--- config.mk ---
export PLATFORM = sky130hd
export DESIGN_NAME = fifo_bist_ctrl
export DESIGN_NICKNAME = d
export VERILOG_FILES = /design/src/rtl/fifo_bist_ctrl.sv
export SDC_FILE = /design/constraint.sdc
export NUM_CORES = 1
export LEC_CHECK = 0
export ABC_AREA = 1
export CAP_MARGIN = 15
export CORE_MARGIN = 2
export CORE_UTILIZATION = 50
export CTS_CLUSTER_DIAMETER = 50
export DETAILED_ROUTE_END_ITERATION = 16
export PLACE_DENSITY = 0.75
export SYNTH_ARGS = -nofsm -noshare
export SYNTH_HDL_FRONTEND = slang
export SYNTH_SLANG_ARGS = --single-unit
--- constraint.sdc ---
create_clock -name i_wclk -period 3.3 [get_ports i_wclk]
set_input_delay 0.99 -clock i_wclk [delete_from_list [all_inputs] [get_ports i_wclk]]
set_output_delay 0.99 -clock i_wclk [all_outputs]
set_load 0.005 [all_outputs]
--- src/rtl/fifo_bist_ctrl.sv ---
// Run controller for the FIFO memory BIST wrapper: sequences pattern reset, one write+read
// sweep with BIST_EN held, and accumulates comparator mismatches into a pass/fail summary.
module fifo_bist_ctrl #(
   parameter int ADDR_WIDTH = 4,
   parameter int PIPE_LAT   = 2,
   parameter int ERR_WIDTH  = 8
) (
   input  logic                  i_wclk,
   input  logic                  i_rst,
   input  logic                  i_start,
   input  logic                  i_abort,
   input  logic                  i_passfail,
   output logic                  o_bist_en,
   output logic                  o_bist_rst,
   output logic                  o_busy,
   output logic                  o_done,
   output logic                  o_pass,
   output logic [ERR_WIDTH-1:0]  o_err_cnt,
   output logic [ADDR_WIDTH-1:0] o_fail_addr,
   output logic                  o_fail_valid
);

   localparam int DEPTH   = 2**ADDR_WIDTH;
   localparam int RUN_LEN = 2*DEPTH + PIPE_LAT;
   localparam int CNT_W   = $clog2(RUN_LEN + 1);

   localparam logic [CNT_W-1:0] C_WIN_LO = CNT_W'(DEPTH + PIPE_LAT);
   localparam logic [CNT_W-1:0] C_LAST   = CNT_W'(RUN_LEN - 1);

   typedef enum logic [1:0] {S_IDLE, S_PREP, S_RUN, S_DONE} state_t;

   state_t                r_state;
   logic [CNT_W-1:0]      r_cnt;

   logic                  w_hit;
   logic [ERR_WIDTH-1:0]  w_err_next;
   logic [ADDR_WIDTH-1:0] w_fail_addr;

   // The window runs to the last run cycle, so only its lower bound needs a compare.
   assign w_hit       = (r_state == S_RUN) && (r_cnt >= C_WIN_LO) && !i_passfail;
   assign w_err_next  = (w_hit && !(&o_err_cnt)) ? o_err_cnt + ERR_WIDTH'(1) : o_err_cnt;
   assign w_fail_addr = ADDR_WIDTH'(r_cnt - C_WIN_LO);

   // NOTE: state and outputs are all registers updated with non-blocking assignments so every
   // read in this block sees the pre-edge value, independent of statement order.
   always_ff @(posedge i_wclk) begin
      if (i_rst) begin
         r_state      <= S_IDLE;
         r_cnt        <= '0;
         o_bist_en    <= 1'b0;
         o_bist_rst   <= 1'b0;
         o_busy       <= 1'b0;
         o_done       <= 1'b0;
         o_pass       <= 1'b0;
         o_err_cnt    <= '0;
         o_fail_addr  <= '0;
         o_fail_valid <= 1'b0;
      end else begin
         o_bist_rst <= 1'b0;
         case (r_state)
            S_IDLE, S_DONE: begin
               if (i_start) begin
                  r_state      <= S_PREP;
                  r_cnt        <= '0;
                  o_bist_rst   <= 1'b1;
                  o_busy       <= 1'b1;
                  o_done       <= 1'b0;
                  o_pass       <= 1'b0;
                  o_err_cnt    <= '0;
                  o_fail_addr  <= '0;
                  o_fail_valid <= 1'b0;
               end
            end
            S_PREP: begin
               if (i_abort) begin
                  r_state <= S_IDLE;
                  o_busy  <= 1'b0;
               end else begin
                  r_state   <= S_RUN;
                  r_cnt     <= '0;
                  o_bist_en <= 1'b1;
               end
            end
            S_RUN: begin
               if (i_abort) begin
                  r_state   <= S_IDLE;
                  o_bist_en <= 1'b0;
                  o_busy    <= 1'b0;
                  o_done    <= 1'b0;
                  o_pass    <= 1'b0;
               end else begin
                  o_err_cnt <= w_err_next;
                  if (w_hit && !o_fail_valid) begin
                     o_fail_addr  <= w_fail_addr;
                     o_fail_valid <= 1'b1;
                  end
                  if (r_cnt == C_LAST) begin
                     r_state   <= S_DONE;
                     o_bist_en <= 1'b0;
                     o_busy    <= 1'b0;
                     o_done    <= 1'b1;
                     o_pass    <= (w_err_next == '0);
                  end else begin
                     r_cnt <= r_cnt + CNT_W'(1);
                  end
               end
            end
            default: r_state <= S_IDLE;
         endcase
      end
   end

endmodule
# == Word-level counts from Yosys, hierarchy flattened ==
# Cells that the tools add are included.
# word_totals
regBits,26
latchBits,0
ram_bits,0
rom_bits,0
inputBits,5
n_memories,0
# op_classes
add_sub_neg,3
n_mul,0
div_mod_pow,0
n_lt_le_gt_ge,1
eq_ne,11
shifts,0
muxes,36
bitwise,1
n_reduce_logical,21
# ops
op,count
$mux 6,4
$mux 8,3
$pmux 6 s3,1
$pmux 8 s2,1
$mux 1,13
$mux 4,3
$reduce_and 3->1,4
$ne 2x2->1 const B,5
$add 8x1->8 const B,1
$logic_not 8->1,1
$mux 2,4
$pmux 1 s2,4
$pmux 4 s2,1
$reduce_and 4->1,2
$reduce_and 8->1,1
$add 6x1->6 const B,1
$eq 6x6->1 const B,1
$ge 6x5->1 const B,1
$pmux 2 s3,1
$eq 2x2->1 const B,2
$logic_and 1x1->1,4
$reduce_bool 2->1,2
$reduce_or 2->1,2
$sub 4x2->4 const B,1
other kinds (8),10

# == Logic depth before layout (Yosys ltp) ==
# depth
depth_word,9
mapped_depth,15

# == Least setup slack after synthesis ==
# OpenSTA, ideal clock, no wires.
# synth_path
path_type,input -> register
startpoint,input port i_start
endpoint,register r_cnt[3]
setup_ps,80
arrival_time_ps,1930
slack_ps,1290
cell_stages,8
n_path_buf,0
cell_sequence,nor2_1 -> inv_1 -> nand3_1 -> inv_1 -> o21ai_1 -> or2_2 -> o21ai_0 -> nor3b_1
# synth_via
elab_chain_len,2
# synth_rtl
item,line_no,source
from (decl),10,"input logic i_start,"
$ne 2x2->1 (no source line),n/a,
$reduce_and 4->1 (no source line),n/a,
to (signal assigned),104,r_cnt <= r_cnt + CNT_W'(1);
to (decl),33,logic [CNT_W-1:0] r_cnt;
# No other way between the ends.
# A chain may end at the register's enable or synchronous reset.

# == Worst setup path after layout ==
# layout_path
startpoint,register o_err_cnt[2]
endpoint,output port o_err_cnt[2]
# layout_rtl
item,line_no,source
from (decl),18,"output logic [ERR_WIDTH-1:0] o_err_cnt,"
from (signal assigned),92,o_err_cnt <= w_err_next;
# No word-level cell between the ends.

==> run_results.csv <==
group,metric,value,unit
layout,syn2layout_area_growth,18.4,%
cts,cts_root_buf,"clkbuf_4",
cts,htreeDepth,1,
worst_setup_path,slowest_delay,0.55,ns
hold_path,hold_class,"register to register",
worst_setup_path,cp-end-kind,"output pin",
layout,post-route-util,0.609,
layout,n_antenna_cell,0,
routing,post-route-drc-count,0,
cts,cts_hold_buf,0,
synth,ys_types,27,
synth,synth_cells,231,
worst_setup_path,worst_setup_path_start_kind,"register",
timing,worstMarginPinSlew,0.426,ns
worst_setup_path,worstPathRequired,2.31,ns
routing,via_per_inst,5.10,
grt,grt_pass1_wl,5110,um
cts,post-cts-setup-buffers,0,
die,die_w,59.4,um
worst_setup_path,cp_top_family,"buffers and inverters",
placed_design,numPlacedInstances,283,
die,io_pins,23,
synth,yosysTopAreaCellShare,0.340,
synth,syn_area,0.00153,sq mm
grt,overflow,0,
timing,maxSlewHeadroom,0.714,
placed_design,io_buffers,22,
die,start_util,0.515,
routing,drt_wl_total,3110,um
grt,gr-usage-all-layers,0.187,
routing,ant_nets,0,
timing,min_period,2.36,ns
power_and_ir_drop,p_per_area,326,mW/mm^2
routing,drt_iter0_markers,72,
placed_design,dp_slack,0.636,ns
placed_design,gp_congestion,0.857,
routing,post_drt_wl_per_cell,10.8,um
power_and_ir_drop,ir_drop,0.000202,V
worst_setup_path,crit_path_max_fanout,8,
synth,synth_edf_count,0,
timing,finalCritPeriodShare,0.716,
worst_setup_path,arrival,1.37,ns
placed_design,dp_hpwl,2350,um
grt,grt_max_degree,22,
timing,setup_viol,0,
status,status,"completed",
cts,clkTransAtPathRegs,0.15,ns
synth,synth_area_leader_cell,"dfxtp_1",
job,maxCapViolCount,0,
synth,ys_seq_area_frac,0.340,
die,core,0.00298,sq mm
timing,finalHoldViolCount,0,
worst_setup_path,worstSetupPathType,"register to output pin",
cts,clkLatencyLatePin,0.33,ns
layout,drive_above_1_share,0.0551,
synth,async_reset_ff_frac,0,
synth,ys_ff_latch,26,
routing,vias,1465,
timing,slew_violations,0,
timing,fmax,0.423,GHz
routing,wl_met1,1510,um
worst_setup_path,critPathSlowestCell,"clkdlybuf4s50_1",
routing,met2_length,1450,um
synth,yosysWarnings,0,
routing,met3_length,110,um
timing,whs,0.461,ns
timing,rsz0062_at_grt,"false",
layout,nets,268,
routing,top_layer,"met4",
cts,cts_buffers,3,
die,dieArea,0.00352,sq mm
die,die_y,59.4,um
synth,synth_most_common_cell,"nand2_1",
worst_setup_path,cp_cell_sequence,"clkdlybuf4s50_1",
synth,synth_fp_nets,244,
cts,cts_resized,0,
timing,fin_skew,0.00337,ns
die,row_count,20,
synth,synth_ff_type,"dfxtp_1",
synth,synth_area_leaders,"dfxtp_1 34%, nand2_1 15%, inv_1 8.8%",
grt,grt_pass1_vias,1188,
grt,antenna_found_initial,0,
layout,fin_cells,287,
cts,clk_path_buf_depth,2,
synth,avgSynthCellArea,6.64,sq um
power_and_ir_drop,p_leak,0.759,nW
synth,ys_top_cells_by_count,"61 x nand2_1, 36 x inv_1, 26 x dfxtp_1",
cts,cts_tree,"yes",
routing,dr.pass1.iters,4,
worst_setup_path,cp_num_buf_inv,1,
timing,finalSetupTns,0,ns
cts,cts_sinks,26,
timing,setup_ws,0.937,ns
==> worst paths after layout <==
path | from | end | slack [ns] | cells past startpoint
max | o_err_cnt[2] | o_err_cnt[2] | 0.94 | 1
min | o_busy | o_busy | 0.46 | 2
max reg2reg | r_state[0] | r_cnt[3] | 1.20 | 11
min reg2reg | o_busy | o_busy | 0.46 | 2
==> power breakdown <==
group	switching (mW)	total (mW)	internal [mW]
Combinational	0.0612	0.0961	0.0350
Sequential	0.00463	0.328	0.323
Clock	0.0997	0.167	0.0676
Total	0.166	0.591	0.425
==> sequential cells by signal (all words and copies together), names as in the netlist <==
register / flops
o_bist_en: 1
r_cnt: 6
r_state: 2
o_done: 1
o_busy: 1
o_bist_rst: 1
o_err_cnt: 8
o_fail_addr: 4
o_pass: 1
o_fail_valid: 1
==> tightest hold or removal path: cells and delay by family (launching register included) <==
family | cells | cell delay (ns)
AO/OA/AOI/OAI | 1 | 0.05
buffers and inverters | 1 | 0.05
flip-flops | 1 | 0.34
==> stage by stage <==
step	total power, mW	cell area [sq um]
final	0.591	1810
after global routing	0.617	1810
after global placement	0.429	1780
after detailed placement	0.431	1780
after CTS	0.597	1810
after floorplan	0.394	1530
==> kinds of logic (layout without fill, tap and decap cells) <==
| family | count (synthesis) | in the layout | synth area share |
|---|---|---|---|
| DFF | 26 | 26 | 0.340 |
| buffers and inverters | 42 | 65 | 0.109 |
| AOI/OAI and AO/OA | 36 | 36 | 0.131 |
| adders and majority gates | 8 | 8 | 0.0653 |
| and+or+nand+nor | 113 | 113 | 0.321 |
| xor gates and xnor gates | 6 | 6 | 0.0343 |
==> area by class of cell <==
cell class	instances	area, sq um
repair buffers	23	228
fillers	292	1160
inverters	38	143
well taps	33	41.3
flip-flops and latches	26	520
clock buffers	4	36.3
multi-input cells	163	846
==> layout by cell type (no fill, tap or decap), types with 2 or more instances in the layout <==
| cell type | netlist | routed |
|---|---|---|
| a21oi_1 | 21 | 21 |
| dfxtp_1 | 26 | 26 |
| nor2_4 | 2 | 2 |
| clkdlybuf4s50_1 | 0 | 22 |
| clkbuf_4 | 0 | 3 |
| nand2_1 | 61 | 61 |
| nor3_1 | 4 | 4 |
| inv_2 | 2 | 2 |
| nor2_1 | 24 | 24 |
| o21ai_0 | 7 | 7 |
| nor3b_1 | 2 | 2 |
| nand3_1 | 11 | 11 |
| xor2_1 | 5 | 5 |
| ha_1 | 8 | 8 |
| nand4_1 | 5 | 5 |
| inv_1 | 36 | 36 |
| o21ai_1 | 4 | 4 |
==> routing by layer <==
metal | global-route usage | vias up
li1 | - | 776
met1 | 0.254 | 657
met2 | 0.297 | 28
met3 | 0.0240 | 4
met4 | 0.0812 | 0
met5 | 0 | -
Power figures use the tool's default switching activity.
